--- config.mk ---
export PLATFORM = sky130hd
export DESIGN_NAME = uart_serialize
export DESIGN_NICKNAME = d
export VERILOG_FILES = /design/src/rtl/uart_serialize.sv
export SDC_FILE = /design/constraint.sdc
export NUM_CORES = 1
export LEC_CHECK = 0
export CAP_MARGIN = 20
export CORE_MARGIN = 2
export CORE_UTILIZATION = 47
export DETAILED_ROUTE_END_ITERATION = 16
export PLACE_DENSITY = 0.69
export SYNTH_ARGS = -nofsm -noshare
export SYNTH_HDL_FRONTEND = slang
export SYNTH_SLANG_ARGS = --single-unit
--- constraint.sdc ---
create_clock -name clk -period 4.25 [get_ports clk]
set_input_delay 0.85 -clock clk [delete_from_list [all_inputs] [get_ports clk]]
set_output_delay 0.85 -clock clk [all_outputs]
set_load 0.02 [all_outputs]
--- src/rtl/uart_serialize.sv ---
// UART frame serializer: accepts a FRAME_BITS frame and shifts it out LSB
// first, CLKS_PER_BIT clocks per bit.
// Ports:
//   clk, rst_n             clock and async active-low reset
//   frame_in, frame_valid  frame offered by the encoder
//   frame_ready            the frame is taken on this edge
//   tx_line                serial line
//   bit_strobe, frame_done first cycle of each bit and last cycle of frame
//   busy                   a frame is being shifted
module uart_serialize #(
  parameter int unsigned CLKS_PER_BIT = 16,
  parameter int unsigned FRAME_BITS   = 11,
  parameter logic        IDLE_LEVEL   = 1'b1
) (
  input  logic                  clk,
  input  logic                  rst_n,
  input  logic [FRAME_BITS-1:0] frame_in,
  input  logic                  frame_valid,
  output logic                  frame_ready,
  output logic                  tx_line,
  output logic                  bit_strobe,
  output logic                  frame_done,
  output logic                  busy
);

  localparam int CW = (CLKS_PER_BIT > 1) ? $clog2(CLKS_PER_BIT) : 1;
  localparam int IW = (FRAME_BITS > 1) ? $clog2(FRAME_BITS) : 1;
  localparam logic [CW-1:0] CNT_MAX = CW'(CLKS_PER_BIT - 1);
  localparam logic [IW-1:0] IDX_MAX = IW'(FRAME_BITS - 1);

  typedef enum logic {
    S_IDLE,
    S_SHIFT
  } state_e;

  state_e                state_q, state_d;
  logic [CW-1:0]         cnt_q, cnt_d;
  logic [IW-1:0]         idx_q, idx_d;
  logic [FRAME_BITS-1:0] sh_q, sh_d;
  // Low during reset and until the first edge after release, so
  // frame_ready stays low while rst_n is held.
  logic                  live_q;

  logic bit_end;
  logic last;
  logic accept;

  always_comb begin
    state_d = state_q;
    cnt_d   = cnt_q;
    idx_d   = idx_q;
    sh_d    = sh_q;

    bit_end = (cnt_q == CNT_MAX);
    last    = (state_q == S_SHIFT) && (idx_q == IDX_MAX) && bit_end;

    frame_ready = live_q && ((state_q == S_IDLE) || last);
    accept      = frame_ready && frame_valid;

    unique case (state_q)
      S_IDLE: begin
        if (accept) begin
          state_d = S_SHIFT;
          cnt_d   = '0;
          idx_d   = '0;
          sh_d    = frame_in;
        end
      end
      S_SHIFT: begin
        if (bit_end) begin
          cnt_d = '0;
          if (idx_q == IDX_MAX) begin
            idx_d = '0;
            // Back-to-back frame: reload without leaving SHIFT.
            if (accept) begin
              sh_d = frame_in;
            end else begin
              state_d = S_IDLE;
            end
          end else begin
            idx_d = idx_q + IW'(1);
            sh_d  = sh_q >> 1;
          end
        end else begin
          cnt_d = cnt_q + CW'(1);
        end
      end
      default: state_d = S_IDLE;
    endcase

    busy       = (state_q == S_SHIFT);
    tx_line    = busy ? sh_q[0] : IDLE_LEVEL;
    bit_strobe = busy && (cnt_q == '0);
    frame_done = last;
  end

  always_ff @(posedge clk or negedge rst_n) begin
    if (!rst_n) begin
      state_q <= S_IDLE;
      cnt_q   <= '0;
      idx_q   <= '0;
      sh_q    <= '0;
      live_q  <= 1'b0;
    end else begin
      state_q <= state_d;
      cnt_q   <= cnt_d;
      idx_q   <= idx_d;
      sh_q    <= sh_d;
      live_q  <= 1'b1;
    end
  end

endmodule

# --- Word-level counts from Yosys, hierarchy flattened ---
# Cells that the tools add are included.
# Widths: inputs -> output; s select.
op_classes:
  eq_ne: 4
  bitwise: 1
  n_reduce_logical: 8
  mux: 15
  add_sub_neg: 2
ops:
  columns: ["cell", "n"]
  rows:
  - ["$mux 11", 3]
  - ["$pmux 11 s2", 1]
  - ["$mux 4", 4]
  - ["$pmux 4 s2", 2]
  - ["$add 4x1->4 const B", 2]
  - ["$eq 4x4->1 const B", 2]
  - ["$logic_and 1x1->1", 5]
  - ["$logic_not 4->1", 1]
  - ["$mux 1", 4]
  - ["$ne 2x1->1 const B", 1]
  - ["$ne 2x2->1 const B", 1]
  - ["$pmux 1 s2", 1]
  - ["$reduce_and 2->1", 1]
  - ["$logic_or 1x1->1", 1]
  - ["$not 1->1", 1]
word_totals:
  register_bits: 21
  out_inout_bits: 5
  inputBits: 14

# --- Longest topological paths before layout ---
logic_depth:
  ltp_word: 10
  mapped_depth: 6

# --- Least setup slack after synthesis ---
# Ideal clock, no wire load.
synth_path:
  path_kind: "flip-flop to output port"
  from: "reg state_q (netlist: busy)"
  to: "out bit_strobe"
  t_required_ns: 3.400
  arrival_time_ns: 1.423
  stages_incl_launch_ff: 5
  path_slack_ns: 1.977
  path_cell_list: "dfrtp_1 > buf_2 > buf_2 > nand2_1 > nor3_1"
synth_via:
  elab_chain_len: 1
synth_rtl:
  columns: ["element", "line", "source"]
  rows:
  - ["from (decl)", "36", "state_e state_q, state_d;"]
  - ["from (signal assigned)", "105", "state_q <= state_d;"]
  - ["$logic_and 1x1->1", "93", "bit_strobe = busy && (cnt_q == '0);"]
  - ["to (decl)", "21", "output logic bit_strobe,"]
# Every way passes these cells.

# --- Worst setup path in the final report ---
layout_path:
  from: "reg cnt_q[0]"
  to: "out frame_ready"
layout_via:
  elab_chain_len: 4
layout_rtl:
  columns: ["element", "line", "source"]
  rows:
  - ["from (decl)", "37", "logic [CW-1:0] cnt_q, cnt_d;"]
  - ["from (signal assigned)", "106", "cnt_q <= cnt_d;"]
  - ["$eq 4x4->1", "54", "bit_end = (cnt_q == CNT_MAX);"]
  - ["$logic_and 1x1->1", "55", "last = (state_q == S_SHIFT) && (idx_q == IDX_MAX) && bit_end;"]
  - ["$logic_or 1x1->1", "57", "frame_ready = live_q && ((state_q == S_IDLE) || last);"]
  - ["$logic_and 1x1->1", "57", null]
  - ["to (decl)", "19", "output logic frame_ready,"]
# Every way passes these cells.

==> impl_metrics.ini <==
[clocking]
cts_sinks = 21
clock-root-buffer = clkbuf_4
hold_buffers = 0
postCtsSetupRepairBufs = 0
cts_resized = 0
cts-buffers-inserted = 3
insertion_delay_ns = 0.30
cts_tree = built
path_clk_slew_ns = 0.12
clk_path_buf_depth = 2
htree_levels = 1

[yosys]
synthAdderAreaFrac_pct = 4.02
yosys_warnings = 0
synth_top_family_by_area = simple AND/OR/NAND/NOR gates
synth_nets = 144
synth-compound-area-share_pct = 17.3
syn_avg_cell_area_sq_um = 9.87
netlist_area_sq_um = 1240
synth_cell_types = 39
synth.area.mux_share_pct = 8.85
synthCells = 126
synth-seq-cells = 21
ys_seq_area_share_pct = 42.3
synth_xor_xnor_area_share_pct = 0.704
synth-simple-area-share_pct = 21.7

[timing]
fin_skew_ns = 0.00655
setup-tns-final_ns = 0
rsz0062_at_grt = false
slew_headroom_pct = 34.7
worst_pin_slew_ns = 0.977
slew_viol_final = 0
hold_viol_final = 0
finalSetupViolations = 0
layout_setup_ws_ns = 1.25
period_needed_ns = 3.00
finalCritPeriodShare_pct = 70.5
fmax_ghz = 0.334

[setup_path]
path_class = reg -> out
r2r-start = cnt_q[0]$_DFFE_PN0P_
critPathMaxStageDelay_ns = 0.60
cpMaxStageDelayCell = clkdlybuf4s50_1
reg2reg_depth = 4
cp.arrival_ns = 2.15
cp-startpoint = cnt_q[0]$_DFFE_PN0P_
startpoint_type = flip-flop
r2r_slack_ns = 2.33
worstSetupEndpoint = frame_ready
reg2reg_to = sh_q[9]$_DFFE_PN0P_
cp.required_ns = 3.40
end_kind = primary output
worst-path-max-fanout = 13
crit_chain = ha_1, and3_4, a21boi_1, nor2b_1, clkdlybuf4s50_1

[floorplan]
dieArea_sq_um = 3070
die_h_microns = 55.4
die_width_microns = 55.4
start_util_pct = 49.7
ios = 19
core_sq_um = 2500
rows = 18

[layout]
layout_common_cells = dfrtp_1 (21), clkdlybuf4s50_1 (18), nand2_1 (14)
nFillCells = 228
multi_input_area_sq_um = 658
final_layout_size_suffix_gt1_share_pct = 6.99
mostFrequentLayoutCell = dfrtp_1
area_growth_pct = 17.8
antenna_cells = 0
seq_area_sq_um = 526
finalNetCount = 162
fin_cells = 173

[placement]
place_hpwl_microns = 1880
dp_cells = 169
port_buffers = 18
place_congestion = 0.753
post-place-ws_ns = 1.61

[route]
viasPerCell = 6.09
wl_microns = 2740
drt-pass1-iter-count = 4
drc_errors = 0
antenna_left = 0
dr.first_iter.drc_count = 36
wl_per_cell_microns = 15.9
routed-via-count = 1053

[run]
maxCapViolCount = 0

[pwr]
peakVddDrop_v = 0.000311
total_power_uw = 783
powerDensity_nw_per_um2 = 535
p_leak_uw = 0.000654

[hold_path]
hp-class = reg -> reg

[run_status]
status = complete, no violations

[global_routing]
grt_pass1_wl_microns = 4650
grt.overflow.total = 0
track_usage_pct = 18.7
grt_max_degree = 22
grt_pass1_vias = 1031
antenna_found_initial = 0
critical path, delay by kind of cell (launching register included):
family,cells,cell delay [ns]
simple gates,2,0.43
buf+inv,1,0.60
compound gates,1,0.12
fa+ha+maj,1,0.27
flops,1,0.42
synthesized netlist by cell type (all sizes together):
| library cell | count | share of area [%] |
|---|---|---|
| a2111oi | 1 | 0.70 |
| a211oi | 3 | 1.8 |
| a21boi | 1 | 0.60 |
| a21oi | 6 | 2.4 |
| a31oi | 2 | 1.0 |
| and2 | 1 | 0.50 |
| and3 | 3 | 1.9 |
| and3b | 1 | 1.0 |
| buf | 7 | 3.3 |
| clkbuf | 1 | 0.30 |
| conb | 1 | 0.30 |
| dfrtp | 21 | 42 |
| ha | 4 | 4.0 |
| inv | 4 | 1.2 |
| mux2i | 11 | 8.9 |
| nand2 | 15 | 4.7 |
| nand2b | 3 | 1.5 |
| nand3 | 8 | 3.2 |
| nand3b | 2 | 1.2 |
| nand4 | 5 | 2.5 |
| nor2 | 1 | 0.30 |
| nor2b | 1 | 0.50 |
| nor3 | 1 | 0.40 |
| nor4 | 1 | 0.50 |
| nor4b | 1 | 0.70 |
| o211ai | 2 | 1.6 |
| o21ai | 1 | 0.40 |
| o221ai | 9 | 6.3 |
| o22ai | 1 | 0.50 |
| o31ai | 2 | 1.2 |
| o32ai | 1 | 0.70 |
| or3 | 1 | 0.50 |
| or4 | 1 | 0.60 |
| or4b | 2 | 1.6 |
| xor2 | 1 | 0.70 |
flip-flops by register name, summed over array words and instances (netlist names):
name and flops:
busy 1, cnt_q 4, idx_q 4, live_q 1, sh_q 11
per-layer routing:
metal / vias up / global-route usage [%] / wire [microns]
met5: - / 0 / 0
met4: 0 / 6.62 / 28
met3: 4 / 3.75 / 147
met2: 36 / 30.6 / 1330
met1: 500 / 24.4 / 1240
li1: 513 / - / -
power breakdown:
part / switching (uW) / total (uW) / internal [uW] / leakage, uW
Combinational: 164 / 323 / 159 / 0.000382
Sequential: 80.2 / 363 / 283 / 0.000257
Clock: 60.6 / 97.1 / 36.5 / 0.0000150
logic make-up after synthesis:
kind of cell | count (synthesis)
XOR/XNOR | 1
buffers and inverters | 12
multiplexers | 11
AO/OA/AOI/OAI | 29
adder cells (fa/ha/maj) | 4
flip-flops | 21
AND/OR/NAND/NOR | 47
other | 1
how the worst min path moves through the flow:
stage	slack [ns]	depth (start not counted)	to	from
floorplan	0.50	1	cnt_q[0]$_DFFE_PN0P_	cnt_q[0]$_DFFE_PN0P_
global placement	0.52	1	cnt_q[0]$_DFFE_PN0P_	cnt_q[0]$_DFFE_PN0P_
detailed placement	0.53	1	cnt_q[0]$_DFFE_PN0P_	cnt_q[0]$_DFFE_PN0P_
CTS	0.55	1	cnt_q[0]$_DFFE_PN0P_	cnt_q[0]$_DFFE_PN0P_
global route	0.58	1	cnt_q[0]$_DFFE_PN0P_	cnt_q[0]$_DFFE_PN0P_
finish	0.55	1	cnt_q[0]$_DFFE_PN0P_	cnt_q[0]$_DFFE_PN0P_
layout make-up:
cell class	count	share of cell area, %
Multi-Input combinational cell	93	44.9
Sequential cell	21	35.9
Timing Repair Buffer	21	13.8
Tap cell	30	2.56
Clock buffer	4	1.79
Inverter	4	1.02
metrics by stage:
stage | util [%] | area, sq um | hold slack, ns
floorplan | - | 1240 | 0.498
global placement | 57.6 | 1440 | 0.516
detailed placement | 57.6 | 1440 | 0.534
CTS | 58.6 | 1470 | 0.552
global route | 58.6 | 1470 | 0.577
finish | 58.6 | 1470 | 0.546
(Power assumes the default switching activity.)
